### src/rtl/hazard_ctrl_unit.sv
// hazard_ctrl_unit: per-stage enable/flush strobes for load-use, mispredict and data-memory stalls
module hazard_ctrl_unit #(
    parameter int CNT_W   = 32,
    parameter int TIMEOUT = 1024
) (
    input  logic             clk,
    input  logic             rst,
    input  logic [4:0]       i_rs1_id,
    input  logic [4:0]       i_rs2_id,
    input  logic             i_rs1_used_id,
    input  logic             i_rs2_used_id,
    input  logic [4:0]       i_rd_ex,
    input  logic             i_mem_read_ex,
    input  logic             i_mispredict_ex,
    input  logic             i_dmem_req_mem,
    input  logic             i_dmem_ready,
    output logic             o_pc_en,
    output logic             o_if_id_en,
    output logic             o_if_id_flush,
    output logic             o_id_ex_en,
    output logic             o_id_ex_flush,
    output logic             o_ex_mem_en,
    output logic             o_mem_wb_en,
    output logic             o_state,
    output logic             o_mem_timeout,
    output logic [CNT_W-1:0] o_stall_cnt,
    output logic [CNT_W-1:0] o_flush_cnt,
    output logic [CNT_W-1:0] o_lu_cnt
);
    localparam int WW = $clog2(TIMEOUT + 1);
    localparam logic [WW-1:0] W_MAX = WW'(TIMEOUT);

    typedef enum logic {RUN = 1'b0, MEM_WAIT = 1'b1} state_t;

    state_t           r_state;
    logic             r_pend;
    logic [WW-1:0]    r_wait;
    logic             r_timeout;
    logic [CNT_W-1:0] r_stall_cnt;
    logic [CNT_W-1:0] r_flush_cnt;
    logic [CNT_W-1:0] r_lu_cnt;

    logic          w_load_use;
    logic          w_mem_stall;
    logic          w_mp;
    logic          w_run;
    logic          w_rule_mp;
    logic          w_rule_lu;
    logic [WW-1:0] w_wait_nxt;

    assign w_load_use  = i_mem_read_ex && (i_rd_ex != 5'd0) &&
                         ((i_rs1_used_id && (i_rs1_id == i_rd_ex)) ||
                          (i_rs2_used_id && (i_rs2_id == i_rd_ex)));
    assign w_mem_stall = i_dmem_req_mem && !i_dmem_ready;
    assign w_mp        = i_mispredict_ex || r_pend;
    // w_run: not in reset and not frozen by memory, so rules 2-4 may apply
    assign w_run       = !rst && !w_mem_stall;
    assign w_rule_mp   = w_run && w_mp;
    assign w_rule_lu   = w_run && !w_mp && w_load_use;

    assign o_pc_en       = w_run && !w_rule_lu;
    assign o_if_id_en    = w_run && !w_rule_lu;
    assign o_if_id_flush = w_rule_mp;
    assign o_id_ex_en    = w_run;
    assign o_id_ex_flush = w_rule_mp || w_rule_lu;
    assign o_ex_mem_en   = w_run;
    assign o_mem_wb_en   = w_run;

    assign o_state       = r_state;
    assign o_mem_timeout = r_timeout;
    assign o_stall_cnt   = r_stall_cnt;
    assign o_flush_cnt   = r_flush_cnt;
    assign o_lu_cnt      = r_lu_cnt;

    // only MEM_WAIT stall cycles count toward the timeout; held at TIMEOUT so it never wraps
    assign w_wait_nxt = !w_mem_stall ? '0 :
                        (r_state == MEM_WAIT && r_wait != W_MAX) ? r_wait + WW'(1) : r_wait;

    always_ff @(posedge clk) begin
        if (rst) begin
            r_state     <= RUN;
            r_pend      <= 1'b0;
            r_wait      <= '0;
            r_timeout   <= 1'b0;
            r_stall_cnt <= '0;
            r_flush_cnt <= '0;
            r_lu_cnt    <= '0;
        end else begin
            r_state   <= w_mem_stall ? MEM_WAIT : RUN;
            r_pend    <= w_mem_stall && w_mp;
            r_wait    <= w_wait_nxt;
            r_timeout <= r_timeout || (w_wait_nxt == W_MAX);
            if (!o_pc_en && !(&r_stall_cnt))
                r_stall_cnt <= r_stall_cnt + CNT_W'(1);
            if (w_rule_mp && !(&r_flush_cnt))
                r_flush_cnt <= r_flush_cnt + CNT_W'(1);
            if (w_rule_lu && !(&r_lu_cnt))
                r_lu_cnt <= r_lu_cnt + CNT_W'(1);
        end
    end
endmodule

### config.mk
export PLATFORM = sky130hd
export DESIGN_NAME = hazard_ctrl_unit
export DESIGN_NICKNAME = d
export VERILOG_FILES = /design/src/rtl/hazard_ctrl_unit.sv
export SDC_FILE = /design/constraint.sdc
export NUM_CORES = 1
export LEC_CHECK = 0
export BUFFER_PORTS_ARGS = -buffer_cell sky130_fd_sc_hd__buf_4
export CAP_MARGIN = 20
export CORE_ASPECT_RATIO = 0.6
export CORE_MARGIN = 2
export CORE_UTILIZATION = 45
export CTS_CLUSTER_SIZE = 10
export DETAILED_ROUTE_END_ITERATION = 10
export PLACE_DENSITY = 0.68
export RECOVER_POWER = 50
export SYNTH_ARGS = -nofsm -noshare
export SYNTH_HDL_FRONTEND = slang
export SYNTH_SLANG_ARGS = --single-unit
### constraint.sdc
create_clock -name clk -period 3.9 [get_ports clk]
set_input_delay 0.39 -clock clk [delete_from_list [all_inputs] [get_ports clk]]
set_output_delay 0.39 -clock clk [all_outputs]
set_load 0.1 [all_outputs]
Word level (Yosys, flattened, before mapping)
Index checks and enable logic that the tools add are counted.
{ "word_totals": {"reg_bits": 110, "latch_bits": 0, "mem_bits_rw": 0, "mem_bits_ro": 0, "input_bits": 23, "out_inout_bits": 105, "wordCells": 50, "n_memories": 0} }
{ "classes": {"addsub": 4, "multipliers": 0, "div": 0, "n_lt_le_gt_ge": 0, "eq_ne": 4, "shifts": 0, "muxes": 3, "n_bitwise": 0, "reduce_logical": 32} }
{ "op_table": {"columns": ["op", "n"], "rows": [
  ["32-bit by 1-bit adder with 32-bit output (second input constant)", 3],
  ["32-bit AND reduction", 3],
  ["11-bit two-way mux", 2],
  ["1-bit logical AND", 15],
  ["11-bit by 1-bit adder with 11-bit output (second input constant)", 1],
  ["11-bit equality test (second input constant)", 1],
  ["11-bit != test (second input constant)", 1],
  ["5-bit equality test", 2],
  ["1-bit logical NOT", 9],
  ["5-bit nonzero test", 1],
  ["1-bit logical OR", 4],
  ["1-bit two-way mux", 1]
]} }

Depth between registers and ports, before layout
{ "depth": {"ltp_word": 10, "mapped_depth": 9, "depth_no_buf": 8} }

Worst setup path before layout
OpenSTA, ideal clock, no wires.
{ "synth_path": {"path_kind": "input to register", "from": "in i_dmem_ready", "to": "reg r_flush_cnt[27] (netlist: o_flush_cnt[27])", "setup_time_ns": 0.128, "t_arrival_ns": 2.976, "required_time_ns": 3.772, "path_slack_ns": 0.796, "stages": 8, "n_path_buf": 0, "path_cell_list": "and2b_1 -> nor2_4 -> o21ai_2 -> inv_1 -> nand4_1 -> nor4_1 -> xnor2_1 -> nor2_1"} }
{ "synth_between": {"elab_chain_len": 6} }
{ "synth_lines": {"columns": ["element", "line", "source"], "rows": [
  ["start: declaration", "16", "input logic i_dmem_ready,"],
  ["1-bit logical NOT", "54", "assign w_mem_stall = i_dmem_req_mem && !i_dmem_ready;"],
  ["1-bit logical AND", "54", null],
  ["1-bit logical NOT", null, null],
  ["1-bit logical AND", "57", "assign w_run = !rst && !w_mem_stall;"],
  ["via o_ex_mem_en", "22", "output logic o_ex_mem_en,"],
  ["1-bit logical AND", "58", "assign w_rule_mp = w_run && w_mp;"],
  ["via o_if_id_flush", "19", "output logic o_if_id_flush,"],
  ["1-bit logical AND", "95", "if (w_rule_mp && !(&r_flush_cnt))"],
  ["end signal: assignment", "96", "r_flush_cnt <= r_flush_cnt + CNT_W'(1);"],
  ["end: declaration", "40", "logic [CNT_W-1:0] r_flush_cnt;"]
]} }
The timed path passes the listed nets, and every way through them passes these cells.
A chain may end at the register's enable or synchronous reset.

Final worst setup path
{ "layout_path": {"from": "in i_rd_ex[1]", "to": "out o_if_id_en"} }
{ "layout_between": {"elab_chain_len": 7, "word_cells_on_any_way": 11, "cone_classes": "2 x eq/ne; 9 x reduce/logical"} }
{ "layout_lines": {"columns": ["element", "line", "source"], "rows": [
  ["start: declaration", "12", "input logic [4:0] i_rd_ex,"],
  ["5-bit equality test (on tied branches)", "52, 53", null],
  ["1-bit logical AND (on tied branches)", "52, 53", null],
  ["1-bit logical OR", "52", "((i_rs1_used_id && (i_rs1_id == i_rd_ex)) ||"],
  ["1-bit logical AND (*)", "51", "assign w_load_use = i_mem_read_ex && (i_rd_ex != 5'd0) &&"],
  ["1-bit logical AND (*)", "59", "assign w_rule_lu = w_run && !w_mp && w_load_use;"],
  ["1-bit logical NOT (*)", "62", "assign o_if_id_en = w_run && !w_rule_lu;"],
  ["1-bit logical AND (*)", "62", null],
  ["end: declaration", "18", "output logic o_if_id_en,"]
]} }
Mark *: on every way between the ends. The rest lies on a longest branch, timed or not.

==> results_dict.tcl <==
set metrics [dict create \
    status "finished clean" \
    routedWlPerCell_um 15.45 \
    antennaDiodeCount 0 \
    yosys-top-cells-area "dfxtp_1 39%, xnor2_1 7.6%, nor2_1 4.9%" \
    dieHeight_um 91 \
    ys_ff_latch 110 \
    cts_resized 0 \
    grt_use_total 0.2159 \
    dieArea_um2 13560 \
    htree_levels 3 \
    dp_slack_ns 1.307 \
    overflow 0 \
    synth-seq-area-share 0.3879 \
    crit_required_ns 3.51 \
    io_pins 128 \
    hold_viol 0 \
    min_path_type "primary input to flip-flop" \
    clock_latency_ns 0.34 \
    post-dp-hpwl_mm 10.66 \
    synth_cell_type_count 52 \
    holdWs_ns 0.3347 \
    final_area_um2 6564 \
    antenna_found_initial 0 \
    via_per_inst 5.686 \
    synth.avg_cell_area_um2 8.275 \
    syn_area_um2 5677 \
    cts_buffers 9 \
    post-route-period-util 0.6668 \
    vdd_drop_max_v 0.0002905 \
    synthArstFlopShare 0 \
    p_clk_frac 0.382 \
    synth_top_area_share 0.3879 \
    rsz0062_at_grt "no" \
    final_nets 820 \
    num_rows 31 \
    tightest_slew_ns 1.240 \
    setup_slack_ns 1.299 \
    path_common_cell "buf_4" \
    dr.pass1.iters 5 \
    remaining_drc_errors 0 \
    antenna_left 0 \
    max_freq_mhz 384.5 \
    fin_crit_ns 2.601 \
    postCtsSetupBuffers 0 \
    synth_top_area_cell "dfxtp_1" \
    multi_input_area_um2 3238 \
    synth_nets 714 \
    setup_violations 0 \
    maxCapViolations 0 \
    fin_skew_ns 0.007787 \
    cp-end-kind "primary output" \
    p_seq_frac 0.533 \
    num_vias 5453 \
    cts.clk_slew.worst_paths_ns 0.06 \
    cts-root-buf "clkbuf_16" \
    coreArea_um2 12180 \
    wl_mm 14.82 \
    cp.arrival_ns 2.21 \
    cpMaxStageDelayCell "or4_1" \
    layout-drive-gt1-share 0.08942 \
    synth_edf_count 0 \
    slowest_delay_ns 0.57 \
    powerDensity_nw_per_um2 324.3 \
    first_global_vias 4918 \
    setup_tns_ns 0 \
    path_class "primary input to primary output" \
    seq_area_um2 2202 \
    comb_power_share 0.085 \
    grt_pass1_wl_mm 24.06 \
    swShare 0.2514 \
    cts_tree "done" \
    hold_buffers 0 \
    synthCells 686 \
    cp_cell_sequence "buf_4, or4_1, o211ai_2, nor3_2, nand2_1, and2_1, buf_4" \
    grt_max_degree 69 \
    p_sw_uw 535.2 \
    path_max_fanout 10 \
    n_fill_cell 1184 \
    cts_num_sinks 110 \
    yosysWarningCount 0 \
    p_leak_nw 1.952 \
    p_int_mw 1.594 \
    drt_first_iter_violations 411 \
    synth_ff_type "dfxtp_1" \
    syn2layout_area_growth_pct 15.63 \
    start_util 0.4661 \
    placed_area_um2 6683 \
    gp_congestion 0.8338 \
    clock_path_buffers 2 \
    worst_setup_path_start_kind "primary input" \
    die_x_um 149 \
    p_total_mw 2.129 \
    port_buffers 127 \
    max-slew-margin-rel 0.1766 \
    drv_slew 0 \
]
## power by group through the flow
stage | logic [mW] | clock network, mW | registers (mW)
floorplan | 0.110 | 0 | 1.19
global placement | 0.184 | 0 | 1.16
detailed placement | 0.186 | 0 | 1.16
CTS | 0.186 | 0.826 | 1.13
global route | 0.193 | 0.882 | 1.13
finish | 0.182 | 0.813 | 1.13
## metal layers
layer	wire, um	part of all wire	global-route usage
met1	7145	0.48	0.3109
met3	1123	0.076	0.05075
met4	196	0.013	0.04921
met2	6352	0.43	0.3272
met5	0	0	0
## cell usage after synthesis (3+ instances only)
library cell  number
and2_1             3
and3_1             9
o31ai_1           22
or4_1             21
buf_2              3
nor4_1            19
xor2_1             6
nor3b_1            5
nor2b_1            8
inv_1             16
nor4_2             3
nor4b_1            3
clkbuf_1          21
nand4_1           33
buf_4              9
dfxtp_1          110
nor3_1            16
mux2_2             9
or3_1             35
xnor2_1           49
and4_1             6
ha_1               5
a21oi_1           54
nand2_1           45
nand3_1           40
o21ai_0           32
nor2_1            74
## sequential cells by signal, indices dropped and copies added (netlist names)
register	count
o_flush_cnt	32
o_lu_cnt	32
o_mem_timeout	1
o_stall_cnt	32
o_state	1
r_pend	1
r_wait	11
## area by class of cell
cell class                      instances  area share
Multi-Input combinational cell        525      0.4933
Sequential cell                       110      0.3355
Timing Repair Buffer                  130     0.09321
Clock buffer                           11     0.03546
Tap cell                              165     0.03145
Inverter                               16    0.009150
Clock inverter                          2    0.001906
## worst max-delay path, delay by kind of cell
| family | cells | cell delay [ns] |
|---|---|---|
| AO/OA/AOI/OAI | 1 | 0.20 |
| AND/OR/NAND/NOR | 4 | 1.20 |
| buffers and inverters | 2 | 0.42 |
## kinds of logic (layout without fill, tap and decap cells)
logic type / Yosys count / after routing / share of synthesized area
and+or+nand+nor: 335 / 335 / 0.3286
adders and majority gates: 6 / 6 / 0.01278
DFF: 110 / 110 / 0.3879
xor gates and xnor gates: 55 / 55 / 0.08486
AOI/OAI and AO/OA: 118 / 118 / 0.1228
buffers and inverters: 51 / 159 / 0.04166
muxes: 11 / 11 / 0.02138
## cells in the final DEF (no fill, tap or decap), types with 8 or more instances in the layout
cell and n:
nand3_1 40, o31ai_1 22, clkbuf_1 99, dfxtp_1 110, a21oi_1 54, nand4_1 33
mux2_2 9, xnor2_1 49, nor3_1 16, or3_1 35, nand2_1 45, inv_1 16
and3_1 9, clkbuf_16 9, o21ai_0 32, nor4_1 19, buf_4 32, nor2_1 74
or4_1 21, nor2b_1 8
## path summary, 6_finish.rpt
kind,cells after the start,slack [ns],from,end
hold / removal,3,0.33,i_mispredict_ex,r_pend
setup reg to reg,8,1.42,o_lu_cnt[0],o_lu_cnt[18]
hold reg to reg,2,0.47,o_mem_timeout,o_mem_timeout
setup / recovery,7,1.30,i_rd_ex[1],o_if_id_en
## through the flow
stage | instances | util
5_1_grt | 959 | 0.5389
4_1_cts | 959 | 0.5688
2_1_floorplan | 686 | -
3_3_place_gp | 946 | 0.5487
6_report | 959 | 0.5389
3_5_place_dp | 946 | 0.5487
Note: power is estimated with default switching activity, not from simulation.
